[src/rtl/irq_ctrl_if.sv]
// CPU bus seen by the interrupt aggregator: phi2-qualified register access.
interface irq_ctrl_if;
  logic       phi2;
  logic       cs_n;
  logic       rw;
  logic [2:0] addr;
  logic [7:0] data_in;
  logic [7:0] data_out;
  logic       data_oe;

  modport master (
    output phi2, cs_n, rw, addr, data_in,
    input  data_out, data_oe
  );

  modport slave (
    input  phi2, cs_n, rw, addr, data_in,
    output data_out, data_oe
  );
endinterface

[src/rtl/irq_ctrl.sv]
// 6502 interrupt aggregator: synchronises peripheral IRQ lines, latches them per edge/level
// mode, masks them and drives a registered IRQB plus a priority vector register.
module irq_ctrl #(
  parameter int unsigned SYNC_STAGES = 2,
  parameter logic [7:0]  MASK_RESET  = 8'h00,
  parameter logic [7:0]  MODE_RESET  = 8'h00
) (
  input  logic         i_clock,
  input  logic         i_reset_n,
  irq_ctrl_if.slave    bus,
  input  logic [6:0]   i_src_n,
  output logic         o_irq_n
);

  localparam logic [2:0] AddrStatus  = 3'd0;
  localparam logic [2:0] AddrPending = 3'd1;
  localparam logic [2:0] AddrMask    = 3'd2;
  localparam logic [2:0] AddrMode    = 3'd3;
  localparam logic [2:0] AddrVector  = 3'd4;

  logic [SYNC_STAGES-1:0][6:0] r_sync;
  logic [6:0] r_prev_active;
  logic [6:0] r_pend;
  logic [7:0] r_mask;
  logic [7:0] r_mode;
  logic       r_phi2;
  logic       r_irq_n;

  logic [6:0] w_active;
  logic [6:0] w_rise;
  logic [6:0] w_clr;
  logic [6:0] w_pend_d;
  logic [6:0] w_masked;
  logic       w_wr;
  logic [7:0] w_vector;
  logic [7:0] w_wdata;

  assign w_active = ~r_sync[SYNC_STAGES-1];
  assign w_rise   = w_active & ~r_prev_active;
  assign w_masked = r_pend & r_mask[7:1];
  assign w_wdata  = bus.data_in & 8'hFE;

  // One strobe per bus cycle: only on the phi2 falling edge.
  assign w_wr  = r_phi2 & ~bus.phi2 & ~bus.cs_n & ~bus.rw;
  assign w_clr = (w_wr && bus.addr == AddrPending) ? (bus.data_in[7:1] & r_mode[7:1]) : 7'h00;

  // Level bits mirror the input; edge bits latch rises and a rise beats a same-cycle clear.
  assign w_pend_d = (w_active & ~r_mode[7:1]) |
                    (r_mode[7:1] & (w_rise | (r_pend & ~w_clr)));

  always_ff @(posedge i_clock or negedge i_reset_n) begin
    if (!i_reset_n) begin
      r_sync        <= '1;
      r_prev_active <= '0;
      r_pend        <= '0;
      r_mask        <= MASK_RESET & 8'hFE;
      r_mode        <= MODE_RESET & 8'hFE;
      r_phi2        <= 1'b0;
      r_irq_n       <= 1'b1;
    end else begin
      r_sync        <= {r_sync[SYNC_STAGES-2:0], i_src_n};
      r_prev_active <= w_active;
      r_pend        <= w_pend_d;
      r_phi2        <= bus.phi2;
      r_irq_n       <= ~|w_masked;
      if (w_wr && bus.addr == AddrMask) begin
        r_mask <= w_wdata;
      end
      if (w_wr && bus.addr == AddrMode) begin
        r_mode <= w_wdata;
      end
    end
  end

  // Ascending scan so the highest set source wins.
  always_comb begin
    w_vector = 8'hFF;
    for (int i = 0; i < 7; i++) begin
      if (w_masked[i]) begin
        w_vector = 8'(i + 1);
      end
    end
  end

  assign bus.data_oe = ~bus.cs_n & bus.rw & bus.phi2;

  always_comb begin
    bus.data_out = 8'h00;
    if (bus.data_oe) begin
      case (bus.addr)
        AddrStatus:  bus.data_out = {w_active, 1'b0};
        AddrPending: bus.data_out = {r_pend, 1'b0};
        AddrMask:    bus.data_out = r_mask;
        AddrMode:    bus.data_out = r_mode;
        AddrVector:  bus.data_out = w_vector;
        default:     bus.data_out = 8'h00;
      endcase
    end
  end

  assign o_irq_n = r_irq_n;

endmodule

[src/flat_wrapper.sv]
// flat-port wrapper written by rule: the top's interface ports become plain ports
module irq_ctrl_flat 
#(
  parameter int unsigned SYNC_STAGES = 2,
  parameter logic [7:0]  MASK_RESET  = 8'h00,
  parameter logic [7:0]  MODE_RESET  = 8'h00
)
  (i_clock, i_reset_n, i_src_n, o_irq_n, bus_phi2, bus_cs_n, bus_rw, bus_addr, bus_data_in, bus_data_out, bus_data_oe);
  irq_ctrl_if bus_i ();
  input  logic i_clock;
  input  logic i_reset_n;
  input  logic [6:0] i_src_n;
  output logic o_irq_n;
  input wire logic [$bits(bus_i.phi2)-1:0] bus_phi2;
  input wire logic [$bits(bus_i.cs_n)-1:0] bus_cs_n;
  input wire logic [$bits(bus_i.rw)-1:0] bus_rw;
  input wire logic [$bits(bus_i.addr)-1:0] bus_addr;
  input wire logic [$bits(bus_i.data_in)-1:0] bus_data_in;
  output wire logic [$bits(bus_i.data_out)-1:0] bus_data_out;
  output wire logic [$bits(bus_i.data_oe)-1:0] bus_data_oe;
  assign bus_i.phi2 = bus_phi2;
  assign bus_i.cs_n = bus_cs_n;
  assign bus_i.rw = bus_rw;
  assign bus_i.addr = bus_addr;
  assign bus_i.data_in = bus_data_in;
  assign bus_data_out = bus_i.data_out;
  assign bus_data_oe = bus_i.data_oe;
  irq_ctrl #(.SYNC_STAGES(SYNC_STAGES), .MASK_RESET(MASK_RESET), .MODE_RESET(MODE_RESET)) u_core (.i_clock(i_clock), .i_reset_n(i_reset_n), .bus(bus_i), .i_src_n(i_src_n), .o_irq_n(o_irq_n));
endmodule
[config.mk]
export PLATFORM = sky130hd
export DESIGN_NAME = irq_ctrl_flat
export DESIGN_NICKNAME = d
export VERILOG_FILES = /design/src/rtl/irq_ctrl_if.sv /design/src/rtl/irq_ctrl.sv /design/src/flat_wrapper.sv
export SDC_FILE = /design/constraint.sdc
export NUM_CORES = 1
export LEC_CHECK = 0
export ABC_AREA = 1
export CAP_MARGIN = 20
export CORE_MARGIN = 1
export CORE_UTILIZATION = 25
export DETAILED_ROUTE_END_ITERATION = 10
export GPL_ROUTABILITY_DRIVEN = 0
export GPL_TIMING_DRIVEN = 1
export PLACE_DENSITY_LB_ADDON = 0.1
export SLEW_MARGIN = 10
export SYNTH_ARGS = -nofsm -noshare
export SYNTH_HDL_FRONTEND = slang
export SYNTH_SLANG_ARGS = --single-unit
export TNS_END_PERCENT = 20
[constraint.sdc]
create_clock -name i_clock -period 3.5 [get_ports i_clock]
set_input_delay 0.875 -clock i_clock [delete_from_list [all_inputs] [get_ports i_clock]]
set_output_delay 0.875 -clock i_clock [all_outputs]
set_load 0.01 [all_outputs]
==> metrics.yaml, run 1 <==
run_status:
  status: "completed"
sta:
  hold_violations: 0
  finClkSkew_ns: 0.00864
  timing.fmax_mhz: 289
  holdWs_ns: 0.358
  tightest_slew_ns: 0.529
  post-route-period-util: 0.988
  slew_headroom: 0.646
  drv_slew: 0
  rsz0062_at_grt: "true"
  layout_min_cycle_time_ns: 3.46
  setup_violations: 0
floorplan:
  start_util: 0.260
  rows: 32
  die_w_microns: 91.9
  ios: 33
  die_y_microns: 91.9
  fp.coreArea_sq_um: 7770
  die_area_sq_um: 8450
yosys:
  synth_area_leader_cell: "dfrtp_1"
  yosysSeqAreaShare: 0.554
  yosysMostFrequentCell: "nand2_1"
  ys_ff_latch: 44
  synth-main-ff-cell: "dfrtp_1"
  synth_top_area_frac: 0.359
  syn_nets: 253
  syn_area_sq_um: 2020
  syn_inst: 230
  synth_common_cells: "70 x nand2_1, 29 x dfrtp_1, 21 x nand4_1, 19 x inv_1, 16 x nor2_1"
  ys_warn_count: 0
  ys_types: 22
  synth_area_leaders: "dfrtp_1 36%, dfstp_2 19%, nand2_1 13%, nand4_1 6.5%, inv_1 3.5%"
  synth_edf_count: 0
  syn_area_per_cell_sq_um: 8.79
  ys_async_sr_fraction: 1.00
critical_path:
  worstReg2RegEnd: "u_core.r_mask[7]"
  path_cells: "clkdlybuf4s50_1 -> buf_4 -> nor3_4 -> nand3b_2 -> a21oi_1 -> clkdlybuf4s50_1"
  cp_common_cell: "clkdlybuf4s50_1"
  rr_worst_depth: 5
  path_class: "input port to output pin"
  cp_top_family: "buffers and inverters"
  required_ns: 2.62
  critPathBufInv: 3
  cpPeakStageDelay_ns: 0.56
  worst_setup_path_start_kind: "input port"
  endpoint_kind: "output pin"
  cp_max_fo: 6
  r2r_slack_ns: 2.21
  reg2reg_from: "u_core.r_phi2"
  critical_path_arrival_ns: 2.58
  slowest_stage: "clkdlybuf4s50_1"
cells_and_area:
  drive_gt1_frac: 0.199
  area_delta_synth_final_pct: 30.8
  fin_nets: 298
  num_antenna_cells: 0
  final_area_sq_um: 2650
  postLayoutCoreUtil: 0.341
placed_design:
  placed_area_sq_um: 2510
  numPortBuffers: 31
  hpwl_microns: 3370
cts:
  cts_sinks: 44
  cts_root_buf: "clkbuf_8"
  clock_latency_ns: 0.30
  cts_tree: "built"
  path_clk_slew_ns: 0.08
  htree_levels: 2
  clk_path_buf_depth: 2
  cts_hold_buf: 0
  numCtsBuffers: 5
global_route:
  overflow: 0
  grt_max_degree: 45
  grt_pass1_vias: 1613
  grt_pass1_wl_microns: 8250
  antenna_found_initial: 0
  grt_usage: 0.128
worst_hold_path:
  min_from: "u_core.r_sync[2]"
  min_path_cells: 0
  whs_endpoint: "u_core.r_sync[9]"
  hold_path.class: "register to register"
routing:
  postRouteAntennaNets: 0
  wl_per_cell_microns: 13.1
  drc_errors: 0
  routed_wl_microns: 4940
  drtIter0Drc: 54
  routed_via_density: 4.48
  vias: 1695
  drt_first_pass_iters: 4
job:
  maxCapViolations: 0
power:
  p_leak_nw: 1.26
  p_per_area_nw_per_um2: 435
  vdd_drop_max_mv: 0.145
  total_power_w: 0.00115
## sequential cells by signal, indices dropped and copies added (netlist names)
| register | count |
|---|---|
| u_core.r_mode | 7 |
| u_core.r_mask | 7 |
| u_core.r_pend | 7 |
| u_core.r_phi2 | 1 |
| u_core.r_sync | 14 |
| u_core.o_irq_n | 1 |
| u_core.r_prev_active | 7 |
## cells by family after synthesis
group,Yosys count,synth area share
AND/OR/NAND/NOR,126,0.287
flip-flops,44,0.554
buffers and inverters,31,0.0743
AO/OA/AOI/OAI,29,0.0848
## what timing repair did
item / CTS / global route
setup buffers: 0 / 0
resized for setup: 6 / 2
endpoints found under the setup margin: 7 / 2
## final cells by class
cell class,count,area (sq um)
fill,820,5120
clock buffer,5,68.8
clock inverter,3,42.5
tap,102,128
inverter,22,85.1
multi-input combinational,155,752
sequential,44,1120
timing repair buffer,47,449
## cells in the final DEF, fill, tap and decap left out, types with 2 or more instances in the layout
cell,instances
inv_1,19
o21ai_2,7
o21ai_1,7
a21oi_1,8
nor3_2,2
nand4_1,21
nand2_1,70
nor3_1,2
nand3_1,11
o21ai_0,7
buf_4,13
nor2_1,16
dfstp_2,15
clkdlybuf4s50_1,23
buf_12,2
dlygate4sd2_1,6
inv_2,2
dfrtp_1,29
clkbuf_8,5
## per-layer routing
layer / vias to the layer above / GRT usage / share of wire
met4: 0 / 0.0534 / 0.020
met5: - / 0 / 0
met1: 798 / 0.179 / 0.49
met3: 8 / 0.0282 / 0.040
li1: 847 / - / -
met2: 42 / 0.190 / 0.45
## worst max-delay path by stage
stage / startpoint / endpoint / slack (ns) / cells after the start
2_1_floorplan: bus_addr[1] / bus_data_out[1] / 0.98 / 6
3_3_place_gp: bus_addr[1] / bus_data_out[6] / -0.11 / 8
3_5_place_dp: bus_addr[1] / bus_data_out[6] / -0.08 / 8
4_1_cts: bus_addr[0] / bus_data_out[5] / 0.0005 / 8
5_1_grt: bus_addr[0] / bus_data_out[5] / -0.05 / 6
6_report: bus_addr[0] / bus_data_out[5] / 0.04 / 6
## per-stage QoR
| stage | TNS [ns] | cells | worst slack (ns) |
|---|---|---|---|
| 5_1_grt | -0.0522 | 378 | -0.0522 |
| 3_3_place_gp | -0.497 | 369 | -0.108 |
| 4_1_cts | 0 | 377 | 0.000522 |
| 2_1_floorplan | 0 | 230 | 0.978 |
| 6_report | 0 | 378 | 0.0435 |
| 3_5_place_dp | -0.330 | 369 | -0.0788 |
## where the power goes
| part | internal [W] | total [W] | leakage [nW] | switching [W] |
|---|---|---|---|---|
| sequential | 0.000561 | 0.000591 | 0.520 | 0.0000300 |
| clock | 0.000211 | 0.000389 | 0.0541 | 0.000177 |
| combinational | 0.0000791 | 0.000171 | 0.684 | 0.0000919 |
(Power assumes the default switching activity.)
==> inputs of run 2 (changes only) <==
--- a/config.mk
+++ b/config.mk
@@ -9,3 +9,3 @@
 export CAP_MARGIN = 20
-export CORE_MARGIN = 1
+export CORE_MARGIN = 2
 export CORE_UTILIZATION = 25
==> constraint.sdc (replaced) <==
create_clock -name i_clock -period 3.5 [get_ports i_clock]
set_input_delay 0.35 -clock i_clock [delete_from_list [all_inputs] [get_ports i_clock]]
set_output_delay 0.35 -clock i_clock [all_outputs]
set_load 0.01 [all_outputs]
==> run 2 against run 1 <==
  * Clock skew up 0.0019 ns
  * Final cell count decreased by 2.6%
  * Final area fell by 4.5%
  * Clock power shrank 14%
  * Global-route usage is 0.42 points lower
  * Maximum frequency is 22% higher
  * Worst setup slack gained 0.62 ns
  * Critical path depth is 1 lower
  * Register-to-register slack got worse by 0.14 ns
  * Critical endpoint is now bus_data_out[3]
  * Largest cell class unchanged
  * Largest power group unchanged
  * Highest routed layer unchanged
==> metrics.yaml, run 2 (same netlist as run 1, synthesis figures left out) <==
run_status:
  status: "completed"
floorplan:
  die_w_microns: 93.9  # +2.2%
  rows: 32  # unchanged
  fp.coreArea_sq_um: 7770  # unchanged
  die_area_sq_um: 8820  # +4.4%
  start_util: 0.260  # unchanged
  ios: 33  # unchanged
  die_y_microns: 93.9  # +2.2%
sta:
  rsz0062_at_grt: "false"
  hold_violations: 0  # unchanged
  slew_headroom: 0.541  # -0.105
  post-route-period-util: 0.812  # -0.176
  timing.fmax_mhz: 352  # +22%
  tightest_slew_ns: 0.689  # +0.159 ns
  layout_min_cycle_time_ns: 2.84  # -0.616 ns
  tns_ns: 0  # unchanged
  setup_violations: 0  # unchanged
  drv_slew: 0  # unchanged
  finClkSkew_ns: 0.0105  # +0.00188 ns
cts:
  clk_path_buf_depth: 2  # unchanged
  post_cts_resized: 0  # -6
  cts_hold_buf: 0  # unchanged
  clock_latency_ns: 0.29  # about the same
  cts_root_buf: "clkbuf_8"
  htree_levels: 2  # unchanged
  cts_tree: "built"
  path_clk_slew_ns: 0.08  # about the same
  cts_sinks: 44  # unchanged
  numCtsBuffers: 5  # unchanged
  postCtsSetupBuffers: 0  # unchanged
critical_path:
  path_class: "input port to output pin"
  worstReg2RegEnd: "u_core.r_mode[6]"
  reg2reg_from: "u_core.r_phi2"
  rr_worst_depth: 5  # unchanged
  required_ns: 3.15  # +0.53 ns
  endpoint_kind: "output pin"
  r2r_slack_ns: 2.07  # -0.14 ns
  cp_max_fo: 12  # +6
  critical_path_arrival_ns: 2.49  # -0.09 ns
  worst_setup_path_start_kind: "input port"
global_route:
  antenna_found_initial: 0  # unchanged
  grt_usage: 0.124  # -0.00421
  grt_pass1_vias: 1578  # -2.2%
  grt_pass1_wl_microns: 8270  # +0.17%
  grt_max_degree: 30  # -33%
  overflow: 0  # unchanged
worst_hold_path:
  hold_path.class: "input port to async pin"
routing:
  routed_via_density: 4.40  # -1.9%
  routed_wl_microns: 5050  # +2.2%
  drt_first_pass_iters: 4  # unchanged
  drc_errors: 0  # unchanged
  drtIter0Drc: 80  # +48%
  postRouteAntennaNets: 0  # unchanged
  wl_per_cell_microns: 13.7  # +5.0%
  vias: 1618  # -4.5%
cells_and_area:
  largest-register: "u_core.r_sync"
  largest_reg_flops: 14  # unchanged
  final_common_cell: "nand2_1"
  fillCellCount: 840  # +2.4%
  multi_input_area_sq_um: 752  # unchanged
  layout_common_cells: "70 x nand2_1, 30 x clkdlybuf4s50_1, 29 x dfrtp_1"
  drive_gt1_frac: 0.162  # -0.0376
  area_delta_synth_final_pct: 24.9
  num_antenna_cells: 0  # unchanged
  fin_nets: 288  # -3.4%
  seqCellArea_sq_um: 1120  # unchanged
power:
  pwr-share-comb: 0.148  # about the same
  vdd_drop_max_mv: 0.145  # about the same
  sw_frac_of_total: 0.270  # +0.00967
  total_power_w: 0.00109  # -5.6%
  p_per_area_nw_per_um2: 430  # -1.1%
  p_seq_frac: 0.544  # +0.030
  intPower_w: 0.000793  # -6.8%
  clock_power_share: 0.308  # -0.030
  p_switching_w: 0.000293  # -2.1%
  p_leak_nw: 1.15  # -8.7%
placed_design:
  hpwl_microns: 3380  # +0.31%
  numPortBuffers: 31  # unchanged
job:
  maxCapViolations: 0  # unchanged
[run 2: changes by cell type in the layout (fill, tap and decap cells not counted)]
cell / delta
buf_12: -2
buf_4: -7
buf_6: -1
bufinv_16: -1
clkbuf_1: +2
clkbuf_8: +1
clkdlybuf4s50_1: +7
clkinv_2: -1
clkinvlp_4: -1
dlygate4sd2_1: -6
dlymetal6s2s_1: -1
[run 2: per-layer routing]
layer,global-route usage,vias to the layer above,routed length (microns)
li1,-,826,-
met1,0.173,756,2430
met2,0.191,31,2350
met3,0.0297,5,216
met4,0.0326,0,48
met5,0,-,0
[run 2: worst max-delay path: stages]
cell and delay [ns]:
clkdlybuf4s50_1 0.74, nor3_4 0.37, nand3b_2 0.21, a21oi_1 0.24, clkdlybuf4s50_1 0.57
[run 2: worst max path at each step]
stage | from | endpoint | slack (ns) | cells past startpoint
after global placement | bus_addr[0] | bus_data_out[6] | 0.64 | 5
after global routing | bus_addr[2] | bus_data_out[6] | 0.55 | 6
final | bus_addr[0] | bus_data_out[3] | 0.66 | 5
after floorplan | bus_addr[1] | bus_data_out[1] | 2.03 | 6
after detailed placement | bus_addr[0] | bus_data_out[3] | 0.66 | 5
after CTS | bus_addr[0] | bus_data_out[3] | 0.65 | 5
[run 2: cell type report]
cell class / count / share of cell area
sequential: 44 / 0.444
inverter: 22 / 0.0337
clock buffer: 8 / 0.0357
tap: 102 / 0.0505
multi-input combinational: 155 / 0.298
timing repair buffer: 37 / 0.139
[run 2: power groups by stage]
stage	clock [W]	combinational, W	sequential [W]
floorplan	0	0.0000937	0.000594
global placement	0	0.000162	0.000600
detailed placement	0	0.000163	0.000601
CTS	0.000351	0.000164	0.000592
global route	0.000370	0.000184	0.000597
finish	0.000334	0.000161	0.000591
[run 2: stage by stage]
step                cells  setup slack (ns)   util  area (sq um)  hold slack [ns]
global placement      360             0.643  0.313          2430            0.346
finish                368             0.660  0.325          2520            0.100
floorplan             230              2.03      -          2020           0.0544
CTS                   368             0.653  0.325          2520            0.138
global route          368             0.549  0.325          2520            0.146
detailed placement    360             0.662  0.313          2430            0.347
==> RTL change 1: new RTL, config.mk and constraints of run 2 <==
Register the output `o_irq_n` once more, with the module's reset; this adds one clock of latency there. The other outputs are not delayed to match.
--- a/src/rtl/irq_ctrl.sv
+++ b/src/rtl/irq_ctrl.sv
@@ -98,7 +98,13 @@
     end
   end
 
-  assign o_irq_n = r_irq_n;
+  always_ff @(posedge i_clock or negedge i_reset_n) begin
+    if (!i_reset_n) begin
+      o_irq_n <= '0;
+    end else begin
+      o_irq_n <= r_irq_n;
+    end
+  end
 
 endmodule
 
Check against the original RTL: not equivalent (Yosys sat finds a counterexample within 4 cycles, from zero or initial values and one cycle with i_reset_n low).
==> RTL change 1 against run 2 <==
Synthesized area is 1.2% higher. Sequential share of layout area is 0.088 points higher. Wire length is 0.63% higher. Critical path type unchanged. Total power is 1.9% higher. Cell count is 1.4% higher. Setup slack better by 0.027 ns. Design area is 2.0% higher. Highest routed layer unchanged. Sequential cell count is 1 higher.
==> RTL change 1: results (changes against run 2) <==
[worst_hold_path]
min_path_type=reg2reg  ; was in2async

[global_route]
grt_use_total_pct=12.0  ; was 12.4%
grt_pass1_wl_microns=8170  ; was 8270 microns
grt_max_degree=46  ; was 30
grt_pass1_vias=1535  ; was 1578

[cts]
clock_latency_ns=0.29  ; about the same
post_cts_buffers=0  ; unchanged
htreeDepth=2  ; unchanged
cts-root-buf=clkbuf_8  ; unchanged

[synth]
yosys.area_share.xor_xnor_pct=0  ; unchanged
synth_compound_area_share_pct=8.37  ; was 8.48%
synth_seq_area_share_pct=55.9  ; was 55.4%
yosys.cell_types.count=22  ; unchanged
syn-num-nets=254  ; was 253
muxShareOfSynthArea_pct=0  ; unchanged
ys_warn_count=0  ; unchanged
ys.flop_type=dfrtp_1  ; unchanged
synth_top_cells_by_area=dfrtp_1 37%, dfstp_2 19%, nand2_1 13%  ; was dfrtp_1 36%, dfstp_2 19%, nand2_1 13%
synth.most_common_cell=nand2_1  ; unchanged
synth_common_cells=70 x nand2_1, 30 x dfrtp_1, 21 x nand4_1, 19 x inv_1, 16 x nor2_1  ; was 70 x nand2_1, 29 x dfrtp_1, 21 x nand4_1, 19 x inv_1, 16 x nor2_1

[worst_setup_path]
max_stage_delay_ns=0.85  ; was 0.74 ns
cp_max_fo=11  ; was 12
critPathSlowestCell=clkdlybuf4s50_1  ; unchanged

[pwr]
peakVddDrop_uv=138  ; was 145 uV
p_switching_mw=0.297  ; was 0.293 mW
p_leak_nw=1.17  ; was 1.15 nW

[layout]
top_register=u_core.r_sync  ; unchanged
antennaDiodeCount=0  ; unchanged
num-nets-final=290  ; was 288
largest_register_ffs=14  ; unchanged
drive_gt1_share_pct=16.0  ; was 16.2%

[timing]
skew_ns=0.00730  ; was 0.0105 ns
tightest_slew_ns=0.758  ; was 0.689 ns

[detailed_routing]
routed_wl_microns=5080  ; was 5050 microns
drt_iter0_markers=133  ; was 80
vias=1653  ; was 1618

[placed_design]
hpwl_microns=3340  ; was 3380 microns
dp_worst_setup_slack_ns=0.670  ; was 0.662 ns

[outcome]
status=finished, final reports clean  ; unchanged

## RTL change 1: cell count changes in the layout (fill, tap and decap cells not counted), sizes merged
cell                run 2  this run
dfrtp                  29        30
dlygate4sd3             0         1
## RTL change 1: power by group through the flow
stage	clock (mW)	sequential (mW)	combinational, mW
global route	0.373	0.615	0.187
finish	0.336	0.608	0.163
global placement	0	0.617	0.160
CTS	0.355	0.608	0.162
floorplan	0	0.610	0.0937
detailed placement	0	0.617	0.162
## RTL change 1: cell families after synthesis
logic type	count (synthesis)
and+or+nand+nor	126
AOI/OAI and AO/OA	29
DFF	45
buffers and inverters	31
## RTL change 1: layout make-up
| class | instances | area, sq um |
|---|---|---|
| clock buffer | 8 | 90.1 |
| fill | 894 | 5520 |
| inverter | 22 | 85.1 |
| multi-input combinational | 155 | 752 |
| sequential | 45 | 1140 |
| tap | 105 | 131 |
| timing repair buffer | 38 | 373 |
## RTL change 1: worst register-to-register path, cell delays in order, from the launching register on
cell	delay, ns
dfrtp_1	0.33
nand3b_1	0.07
nor2_1	0.21
nand2_1	0.50
nand2_1	0.22
o21ai_2	0.07
## RTL change 1: worst paths after layout
path	from	endpoint	slack, ns	cells after the start
max	bus_addr[1]	bus_data_out[1]	0.69	7
min	u_core.r_sync[5]	u_core.r_sync[12]	0.36	0
min reg2reg	u_core.r_sync[5]	u_core.r_sync[12]	0.36	0
max in group asynchronous	i_reset_n	u_core.r_sync[3]	2.41	3
min in group asynchronous	i_reset_n	u_core.r_mode[1]	0.51	2
max reg2reg	u_core.r_phi2	u_core.r_mode[5]	1.97	5
## RTL change 1: stage by stage
step	util, %	power (mW)	instance area, sq um	instances
after floorplan	-	0.704	2050	231
after global placement	30.3	0.777	2460	363
after detailed placement	30.3	0.779	2460	363
after CTS	31.5	1.13	2550	371
after global routing	31.8	1.18	2580	373
final	31.8	1.11	2580	373
## RTL change 1: layer usage
layer | global-route usage (%) | vias to the layer above | part of all wire, %
met5 | 0 | - | 0
met1 | 16.7 | 781 | 49
met2 | 18.9 | 36 | 46
li1 | - | 830 | -
met3 | 2.71 | 6 | 4.3
met4 | 3.38 | 0 | 1.4
==> RTL change 2: new RTL, flow settings as in run 2 <==
Without the edit above. `SYNC_STAGES` is set to 2 in 2 places; all go to 4.
--- a/src/rtl/irq_ctrl.sv
+++ b/src/rtl/irq_ctrl.sv
@@ -1,7 +1,7 @@
 // 6502 interrupt aggregator: synchronises peripheral IRQ lines, latches them per edge/level
 // mode, masks them and drives a registered IRQB plus a priority vector register.
 module irq_ctrl #(
-  parameter int unsigned SYNC_STAGES = 2,
+  parameter int unsigned SYNC_STAGES = 4,
   parameter logic [7:0]  MASK_RESET  = 8'h00,
   parameter logic [7:0]  MODE_RESET  = 8'h00
 ) (
--- a/src/flat_wrapper.sv
+++ b/src/flat_wrapper.sv
@@ -1,7 +1,7 @@
 // flat-port wrapper written by rule: the top's interface ports become plain ports
 module irq_ctrl_flat 
 #(
-  parameter int unsigned SYNC_STAGES = 2,
+  parameter int unsigned SYNC_STAGES = 4,
   parameter logic [7:0]  MASK_RESET  = 8'h00,
   parameter logic [7:0]  MODE_RESET  = 8'h00
 )
Formal check against the unedited RTL: not equivalent (Yosys sat finds a counterexample within 4 cycles, from zero or initial values and one cycle with i_reset_n low).
==> RTL change 2 against run 2 <==
Fmax grew 0.41%. Clock power grew 130%. Wire length grew 7.1%. Synthesized area grew 18%. Setup slack gained 0.012 ns. Global-route usage shrank 0.40 points. Sequential cell count grew 14. Count of clock-buffer cells in the layout grew 3. Critical path depth grew 1. Design area grew 22%. First-iteration DRC count grew 2.5%. Total power grew 57%. Critical endpoint is now bus_data_out[7]. Largest cell class unchanged.
==> RTL change 2: results (changes against run 2) <==
[detailed_routing]
routed_wl_microns=5410  ; was 5050 microns
drt_iter0_markers=82  ; was 80
via_per_inst=4.18  ; was 4.40
vias=1738  ; was 1618

[worst_setup_path]
r2r_cells=5  ; unchanged
cp_max_fo=29  ; was 12
r2r_slack_ns=2.02  ; was 2.07 ns
crit_start=bus_addr[2]  ; was bus_addr[0]
cp-endpoint=bus_data_out[7]  ; was bus_data_out[3]
timing.rr.start=u_core.r_phi2  ; unchanged
r2r_end=u_core.r_mode[3]  ; was u_core.r_mode[6]

[layout]
top_register=u_core.r_sync  ; unchanged
drive_gt1_share_pct=23.0  ; was 16.2%
largest_register_ffs=28  ; was 14
num-nets-final=305  ; was 288
fillers=960  ; was 840

[placed_design]
numPlacedInstances=400  ; was 360
hpwl_microns=3590  ; was 3380 microns

[timing]
tightest_slew_ns=0.801  ; was 0.689 ns
finalHoldWorstSlack_ns=0.103  ; was 0.100 ns
skew_ns=0.00683  ; was 0.0105 ns

[cts]
clock_latency_ns=0.34  ; was 0.29 ns
cts-root-buf=clkbuf_8  ; unchanged
htreeDepth=3  ; was 2
cts_buffers=9  ; was 5

[global_route]
grt_pass1_wl_microns=9260  ; was 8270 microns
grt_pass1_vias=1793  ; was 1578
grt_max_degree=37  ; was 30
grt_use_total_pct=12.0  ; was 12.4%

[synth]
synth_common_cells=70 x nand2_1, 29 x dfrtp_1, 29 x dfstp_2, 21 x nand4_1, 19 x inv_1  ; was 70 x nand2_1, 29 x dfrtp_1, 21 x nand4_1, 19 x inv_1, 16 x nor2_1
syn-num-nets=267  ; was 253
synth_top_cells_by_area=dfstp_2 32%, dfrtp_1 30%, nand2_1 11%  ; was dfrtp_1 36%, dfstp_2 19%, nand2_1 13%
ys.flop_type=dfstp_2  ; was dfrtp_1
synth_cells=244  ; was 230
ys_warn_count=0  ; unchanged
synth_seq_area_share_pct=62.3  ; was 55.4%
yosys.cell_types.count=22  ; unchanged

[outcome]
status=finished, final reports clean  ; unchanged

[pwr]
peakVddDrop_uv=178  ; was 145 uV
p_leak_nw=1.37  ; was 1.15 nW

-- RTL change 2: cell types whose count changed after synthesis --
| cell | change |
|---|---|
| dfstp_2 | +14 |
-- RTL change 2: cells by family (layout without fill, tap and decap cells) --
family	Yosys count	after routing	synth area share, %
buffers and inverters	31	74	6.28
and+or+nand+nor	126	126	24.3
AOI/OAI and AO/OA	29	29	7.17
DFF	58	58	62.3
-- RTL change 2: where the power goes --
group | total, mW | internal (mW) | switching [mW] | leakage (nW)
logic | 0.163 | 0.0701 | 0.0926 | 0.579
registers | 0.770 | 0.738 | 0.0323 | 0.667
clock network | 0.777 | 0.509 | 0.267 | 0.129
total | 1.71 | 1.32 | 0.392 | 1.37
-- RTL change 2: area by class of cell --
class | count | area, sq um | area share, %
tap | 129 | 161 | 5.24
timing repair buffer | 36 | 343 | 11.1
clock buffer | 11 | 151 | 4.91
sequential | 58 | 1490 | 48.3
inverter | 22 | 85.1 | 2.76
multi-input combinational | 155 | 752 | 24.4
clock inverter | 5 | 100 | 3.25
-- RTL change 2: worst max-delay path: stages --
cell	delay (ns)
clkdlybuf4s50_1	0.58
inv_2	0.25
nor3_4	0.26
nand3b_2	0.21
a21oi_1	0.25
clkdlybuf4s50_1	0.58
-- RTL change 2: per-stage QoR --
step	cell area [sq um]	setup WS (ns)	utilization [%]
final	3080	0.671	33.3
after global routing	3080	0.543	33.3
after CTS	3080	0.659	33.3
after detailed placement	2830	0.684	30.6
after global placement	2830	0.658	30.6
after floorplan	2390	2.03	-
-- RTL change 2: worst min-delay path by stage --
stage | start | depth (start not counted) | endpoint
after floorplan | i_reset_n | 0 | u_core.r_mask[1]
after global placement | u_core.r_sync[12] | 0 | u_core.r_sync[19]
after detailed placement | u_core.r_sync[9] | 0 | u_core.r_sync[16]
after CTS | i_reset_n | 1 | u_core.r_pend[4]
after global routing | i_reset_n | 1 | u_core.r_prev_active[4]
final | i_reset_n | 1 | u_core.r_pend[4]
-- RTL change 2: per-layer routing --
metal / GRT usage [%] / part of all wire, %
met4: 7.69 / 3.4
met5: 0 / 0
met3: 2.76 / 4.3
met1: 16.1 / 49
met2: 17.2 / 44
